===== config.mk =====
export PLATFORM = sky130hd
export DESIGN_NAME = uart_rx_framer
export DESIGN_NICKNAME = d
export VERILOG_FILES = /design/src/rtl/uart_pkg.sv /design/src/rtl/uart_timeout_ctr.sv /design/src/rtl/uart_rx_framer.sv
export SDC_FILE = /design/constraint.sdc
export NUM_CORES = 1
export LEC_CHECK = 0
export ABC_AREA = 1
export CAP_MARGIN = 20
export CORE_MARGIN = 2
export CORE_UTILIZATION = 49
export DETAILED_ROUTE_END_ITERATION = 8
export GPL_ROUTABILITY_DRIVEN = 1
export PLACE_DENSITY = 0.76
export SLEW_MARGIN = 30
export SYNTH_ARGS = -nofsm -noshare
export SYNTH_HDL_FRONTEND = slang
export SYNTH_SLANG_ARGS = --single-unit

===== constraint.sdc =====
create_clock -name clk -period 1.6 [get_ports clk]
set_input_delay 0.32 -clock clk [delete_from_list [all_inputs] [get_ports clk]]
set_output_delay 0.32 -clock clk [all_outputs]
set_load 0.02 [all_outputs]

===== src/rtl/uart_pkg.sv =====
// uart_pkg: definitions shared by the UART receive-side framer.
// Holds the framer state encoding, the err_code values reported with
// frame_err, the default sync byte and a saturating-increment helper.
package uart_pkg;

  typedef enum logic [1:0] {
    ST_HUNT    = 2'd0,
    ST_LEN     = 2'd1,
    ST_PAYLOAD = 2'd2,
    ST_CHK     = 2'd3
  } framerState_t;

  localparam logic [1:0] ERR_NONE    = 2'b00;
  localparam logic [1:0] ERR_LEN     = 2'b01;
  localparam logic [1:0] ERR_CHK     = 2'b10;
  localparam logic [1:0] ERR_TIMEOUT = 2'b11;

  localparam logic [7:0] DEFAULT_SYNC_BYTE = 8'hA5;

  // Increment an 8-bit count, sticking at 255 instead of wrapping.
  function automatic logic [7:0] satInc8(input logic [7:0] value);
    return (value == 8'hFF) ? value : value + 8'd1;
  endfunction

endpackage


===== src/rtl/uart_timeout_ctr.sv =====
// uart_timeout_ctr: inter-byte timeout down-counter for the framer.
// Loaded on every reload; while enabled it counts down toward zero.
// expired is raised in the cycle that completes TIMEOUT_CYCLES-1 silent
// cycles after the last reload, unless a reload arrives in that same cycle.
module uart_timeout_ctr #(
  parameter int unsigned TIMEOUT_CYCLES = 50000
) (
  input  logic clk,
  input  logic reset,
  input  logic reload,
  input  logic enable,
  output logic expired
);

  localparam int unsigned W = $clog2(TIMEOUT_CYCLES);

  // The value after a reload already accounts for the first silent cycle,
  // so the count reaches zero on the (TIMEOUT_CYCLES-1)th silent cycle.
  localparam logic [W-1:0] RELOAD_VAL = W'(TIMEOUT_CYCLES - 2);

  logic [W-1:0] r_count;

  // Reload on any accepted byte, otherwise count down while the frame is open.
  always_ff @(posedge clk) begin
    if (!reset) begin
      r_count <= RELOAD_VAL;
    end else if (reload) begin
      r_count <= RELOAD_VAL;
    end else if (enable && (r_count != '0)) begin
      r_count <= r_count - 1'b1;
    end
  end

  assign expired = enable && !reload && (r_count == '0);

endmodule


===== src/rtl/uart_rx_framer.sv =====
// uart_rx_framer: hunts for a sync byte in the uart_rx byte stream,
// validates a length-prefixed, checksummed frame and streams the payload
// with first/last markers. Every frame that leaves HUNT ends with exactly
// one frame_ok or frame_err pulse.
// Build option: define UART_FRAMER_TIMEOUT_EN to include the inter-byte
// timeout (err_code 11); without it frames wait indefinitely for bytes.
module uart_rx_framer
  import uart_pkg::*;
#(
  parameter logic [7:0]  SYNC_BYTE      = DEFAULT_SYNC_BYTE,
  parameter int unsigned MAX_LEN        = 16,
  parameter int unsigned TIMEOUT_CYCLES = 50000
) (
  input  logic       clk,
  input  logic       reset,
  input  logic [7:0] in_data,
  input  logic       in_valid,
  output logic [7:0] pl_data,
  output logic       pl_valid,
  output logic       pl_first,
  output logic       pl_last,
  output logic       frame_ok,
  output logic       frame_err,
  output logic [1:0] err_code,
  output logic [7:0] drop_cnt
);

  localparam logic [7:0] MAX_LEN_B = 8'(MAX_LEN);

  framerState_t r_state;
  logic [7:0]   r_remaining;
  logic [7:0]   r_acc;
  logic         r_first;
  logic         w_expired;

`ifdef UART_FRAMER_TIMEOUT_EN
  logic w_ctrEnable;

  assign w_ctrEnable = (r_state != ST_HUNT);

  uart_timeout_ctr #(
    .TIMEOUT_CYCLES(TIMEOUT_CYCLES)
  ) u_timeoutCtr (
    .clk    (clk),
    .reset  (reset),
    .reload (in_valid),
    .enable (w_ctrEnable),
    .expired(w_expired)
  );
`else
  logic w_unusedTimeoutCfg;

  assign w_expired          = 1'b0;
  assign w_unusedTimeoutCfg = (TIMEOUT_CYCLES != 0);
`endif

  // Framer state machine; all strobes are registered one cycle after the byte.
  always_ff @(posedge clk) begin
    if (!reset) begin
      r_state     <= ST_HUNT;
      r_remaining <= 8'd0;
      r_acc       <= 8'd0;
      r_first     <= 1'b0;
      pl_data     <= 8'd0;
      pl_valid    <= 1'b0;
      pl_first    <= 1'b0;
      pl_last     <= 1'b0;
      frame_ok    <= 1'b0;
      frame_err   <= 1'b0;
      err_code    <= ERR_NONE;
      drop_cnt    <= 8'd0;
    end else begin
      pl_valid  <= 1'b0;
      pl_first  <= 1'b0;
      pl_last   <= 1'b0;
      frame_ok  <= 1'b0;
      frame_err <= 1'b0;
      if ((r_state != ST_HUNT) && w_expired) begin
        frame_err <= 1'b1;
        err_code  <= ERR_TIMEOUT;
        r_state   <= ST_HUNT;
      end else if (in_valid) begin
        case (r_state)
          ST_HUNT: begin
            if (in_data == SYNC_BYTE) begin
              r_acc   <= 8'd0;
              r_state <= ST_LEN;
            end else begin
              drop_cnt <= satInc8(drop_cnt);
            end
          end
          ST_LEN: begin
            if ((in_data == 8'd0) || (in_data > MAX_LEN_B)) begin
              frame_err <= 1'b1;
              err_code  <= ERR_LEN;
              r_state   <= ST_HUNT;
            end else begin
              r_remaining <= in_data;
              r_acc       <= in_data;
              r_first     <= 1'b1;
              r_state     <= ST_PAYLOAD;
            end
          end
          ST_PAYLOAD: begin
            pl_data     <= in_data;
            pl_valid    <= 1'b1;
            pl_first    <= r_first;
            pl_last     <= (r_remaining == 8'd1);
            r_first     <= 1'b0;
            r_acc       <= r_acc + in_data;
            r_remaining <= r_remaining - 8'd1;
            if (r_remaining == 8'd1) begin
              r_state <= ST_CHK;
            end
          end
          ST_CHK: begin
            if (in_data == r_acc) begin
              frame_ok <= 1'b1;
            end else begin
              frame_err <= 1'b1;
              err_code  <= ERR_CHK;
            end
            r_state <= ST_HUNT;
          end
          default: r_state <= ST_HUNT;
        endcase
      end
    end
  end

endmodule


After elaboration in Yosys (flattened, before gate mapping)
Cells that the tools add are included.
Word-level totals
  flip-flop bits (word level): 42
  bits in latches: 0
  RAM bits: 0
  ROM bits: 0
  input bits: 11
  output and inout bits: 23
  logic and storage cells: 63
  memories: 0
Cells by class
  $add $sub $neg: 3
  multiply operators: 0
  divide/modulo/power cells: 0
  magnitude comparators: 1
  eq/ne operators: 12
  shifts and indexed selects: 0
  multiplexer cells: 18
  bitwise gates (word level): 2
  reductions and logical operators: 15
Operators with widths (number)
  8-bit one-hot mux with 3 select lines: 1
  8-bit == test, second input constant: 2
  8-bit two-way mux: 2
  8-bit one-hot mux with 2 select lines: 1
  3-bit AND reduction: 4
  4-bit AND reduction: 3
  2-bit two-way mux: 5
  2-bit inequality test, second input constant: 5
  8-bit by 1-bit adder with 8-bit output, second input constant: 1
  8-bit adder: 1
  8-bit by 1-bit == test with 1-bit output, second input constant: 1
  8-bit == test: 1
  8-bit by 5-bit greater-than comparator with 1-bit output, second input constant: 1
  8-bit zero test: 1
  2-bit one-hot mux with 4 select lines: 1
  8-bit by 1-bit subtractor with 8-bit output, second input constant: 1
  1-bit two-way mux: 5
  2-bit == test, second input constant: 2
  1-bit one-hot mux with 2 select lines: 2
  2-bit one-hot mux with 2 select lines: 1
  2-bit AND reduction: 2
  2-bit nonzero test: 2
  3-bit nonzero test: 1
  2-bit by 1-bit == test with 1-bit output, second input constant: 1
  other kinds (3): 4

Longest topological paths before layout
  depth after elaboration: 4
  depth in mapped cells: 13
  gate-level depth less buffers: 13

Least setup slack after synthesis
OpenSTA, ideal clock, no wires.
  path type: input to register
  start point: input in_data[0]
  end point: register r_acc[6]
  library setup time: 0.132 ns
  arrival: 1.435 ns
  data required time: 1.468 ns
  setup slack: 0.033 ns
  stages on the path: 13
  path buffers: 0
  cell sequence: ha_1 -> inv_1 -> fa_1 -> inv_1 -> nand3_1 -> nand2_1 -> nand2_1 -> nand2_1 -> nand2_1 -> nand3_1 -> nand2_1 -> nand2_1 -> a21oi_1
On the way
  cells in the longest elaborated chain, start to end: 4
  elaborated cells between the ends (all ways): 9
  those cells by class: 1 x add/sub; 1 x order compare; 3 x eq/ne; 1 x mux; 3 x reduce/logical
Ends and longest elaborated chain
  from (decl): RTL line uart_rx_framer.sv:16  | input logic [7:0] in_data,
  8-bit by 5-bit greater-than comparator with 1-bit output / 8-bit zero test (equally long branches): RTL line uart_rx_framer.sv:93  | if ((in_data == 8'd0) || (in_data > MAX_LEN_B)) begin
  1-bit logical OR: RTL line uart_rx_framer.sv:93
  2-bit inequality test (no line)
  4-bit AND reduction (no line)
  to (signal assigned): RTL line uart_rx_framer.sv:99  | r_acc <= in_data;
  to (signal assigned): RTL line uart_rx_framer.sv:110  | r_acc <= r_acc + in_data;
  to (decl): RTL line uart_rx_framer.sv:32  | logic [7:0] r_acc;
Parallel ways exist; a longest one is shown, timed or not.
A chain may end at the register's enable or synchronous reset.

Final worst setup path
  start point: input in_data[1]
  end point: register r_acc[2]
The elaborated chain is that of the path after synthesis.

==> metrics.csv <==
metric,value,unit
status,"finished, final reports clean",
seq_area_frac_synth,34.69,%
ff2ff_setup_slack,30,ps
finalHoldViolations,0,
syn_inst,357,
drc,0,
place.gp.congestion,0.8777,
synth_fp_nets,384,
grt_pass1_wl,9.915,mm
worstSetupPathType,in -> reg,
synth_most_common_cell,nand2_1,
worst_ep_arrival_time,1830,ps
cp_num_buf_inv,3,
grt_max_degree,23,
fin_tns_setup,0,ps
synth_edf_count,0,
num_rows,25,
grt_use_total,23.39,%
finalSetupViolations,0,
synth_top_area_share,34.69,%
slowest_delay,310,ps
dp.final_hpwl,4.475,mm
cp_top_family,simple AND/OR/NAND/NOR gates,
path_clk_slew,90,ps
placed_cells,489,
yosys.area.top_type,dfxtp_1,
stdcell_area,0.003467,mm^2
ys_ff_latch,42,
startpoint_type,input port,
finalClockSkew,14.00,ps
numCtsBuffers,5,
grt_pass1_vias,2298,
n_antenna_cell,0,
antenna_found_initial,0,
die_w,74.33,um
cp_common_cell,nand2_1,
leakage,1.647,nW
fin_crit,1593,ps
powerDensity,615.8,mW/mm^2
setup_slack,6.892,ps
async_reset_ff_share,0,%
preCtsSetupSlack,-557.9,ps
syn2layout_area_growth,43.06,%
critPathMaxFanout,8,
max_freq,627.7,MHz
vias,2560,
slew_violations,0,
hp-class,reg -> reg,
synthesis.area,0.002424,mm^2
clockRootBuffer,clkbuf_8,
clk_path_buf_depth,2,
drtIter0Drc,153,
rsz0062_at_grt,yes,
viasPerCell,5.100,
ys_top_cells_by_area,"dfxtp_1, nand2_1, ha_1, a21oi_1, inv_1",
die_h,74.33,um
dpl_cell_area,0.003120,mm^2
drt_wl_total,6.393,mm
gr-total-overflow,0,
maxCapViolCount,0,
synth_cell_types,30,
finalCritPeriodShare,99.57,%
ys_warn_count,0,
drtAntennaViolNets,0,
postSynthAreaPerCell,6.789,um^2
cts.sinks,42,
clk_latency,300,ps
slew_headroom,80.99,%
worstMarginPinSlew,285.1,ps
cp_slowest_cell,dlygate4sd2_1,
io_buffers,33,
cts_tree,built,
start_util,50.97,%
yosys-top-cells-count,"nand2_1, inv_1, dfxtp_1",
synth-main-ff-cell,dfxtp_1,
drive_gt1_share,24.60,%
crit_required,1830,ps
final_nets,461,
htree_levels,2,
dieArea,0.005525,mm^2
ir_drop,393.1,uV
post_drt_wl_per_cell,12.74,um
setup.worst_path.end_class,flip-flop,
fin_cells,502,
core-area,0.004755,mm^2
cp_cell_sequence,"dlygate4sd2_1, inv_2, buf_4, nand2_1, nor2_1, nand2_2, a21oi_4, nand3_4, nor2_8, nand2_1, a21oi_2",
drt_pre_antenna_iters,4,
ios,34,
==> metal layers <==
layer,up-vias,GRT usage [%],part of all wire [%]
li1,1321,-,-
met1,1154,28.45,44
met2,68,39.29,49
met3,17,6.098,4.6
met4,0,9.921,2.1
met5,-,0,0
==> repair_timing <==
item | CTS | global route
pin swaps | 11 | 17
gates cloned | 0 | 1
resized for setup | 27 | 52
setup buffers | 0 | 5
setup endpoints to repair | 36 | 33
hold buffers | 0 | 0
==> power breakdown <==
| part | internal [W] | switching (W) |
|---|---|---|
| sequential | 0.00105 | 0.00000531 |
| clock | 0.000466 | 0.000384 |
| combinational | 0.000103 | 0.000127 |
==> worst register-to-register path: stages, from the launching register on <==
cell     delay, ps
dfxtp_2        360
ha_4           140
inv_2           40
fa_2           330
inv_2           70
nand3_2         70
nand2_2         80
nand2_2         60
nand2_1         50
nand2_1         40
nand3_1         60
nand2_1         50
nand2_1         50
a21oi_1         50
==> placed cells by master, fill, tap and decap left out, types with 3 or more instances in the layout <==
cell type,netlist,routed
o21ai_0,28,24
nand3_1,23,22
nand2_2,3,8
o21ai_1,1,5
nand3b_1,3,3
a21oi_1,36,32
dlygate4sd2_1,0,15
ha_4,0,8
clkdlybuf4s50_1,0,9
o22ai_1,3,3
a211oi_1,3,3
ha_2,0,3
buf_4,0,41
inv_2,3,7
dfxtp_1,42,35
nor2_2,0,6
clkbuf_8,0,5
dfxtp_2,0,6
buf_6,0,3
ha_1,15,4
nand2_1,87,83
nand4_1,3,3
a21oi_2,1,5
nor2_1,34,28
inv_1,44,38
dlymetal6s2s_1,0,9
nor3_1,7,5
==> final cells by class <==
| type | instances | area [um^2] |
|---|---|---|
| Tap cell | 67 | 83.83 |
| Timing Repair Buffer | 78 | 695.7 |
| Fill cell | 379 | 1287 |
| Multi-Input combinational cell | 260 | 1543 |
| Clock inverter | 2 | 37.54 |
| Sequential cell | 42 | 852.1 |
| Clock buffer | 6 | 72.57 |
| Inverter | 47 | 182.7 |
==> final timing paths <==
path / from / to / cells after the start
worst max-delay path: in_data[1] / r_acc[2]$_SDFFE_PN0P_ / 11
worst min-delay path: r_first$_SDFFE_PN0P_ / pl_first$_SDFF_PN0_ / 2
worst max register to register: r_acc[0]$_SDFFE_PN0P_ / r_acc[6]$_SDFFE_PN0P_ / 13
worst min register to register: r_first$_SDFFE_PN0P_ / pl_first$_SDFF_PN0_ / 2
==> kinds of logic after synthesis <==
kind of cell	count (synthesis)	synth area share, %
AOI/OAI and AO/OA	76	17.24
xor gates and xnor gates	4	1.446
adders and majority gates	16	8.570
buffers and inverters	56	8.828
DFF	42	34.69
and+or+nand+nor	163	29.22
==> metrics by stage <==
stage	hold WS, ps	total power, W	utilization [%]
floorplan	424.6	0.001175	-
global placement	436.7	0.001289	65.63
detailed placement	437.8	0.001291	65.63
CTS	463.1	0.002129	68.45
global route	500.5	0.002227	72.92
finish	465.8	0.002135	72.92
==> state kept, by name, indices dropped and copies added (netlist names), named ones only <==
signal       flops
frame_ok         1
pl_data          8
err_code         2
r_remaining      8
pl_valid         1
frame_err        1
pl_first         1
r_first          1
r_acc            8
r_state          1
drop_cnt         8
pl_last          1
Power figures use the tool's default switching activity.
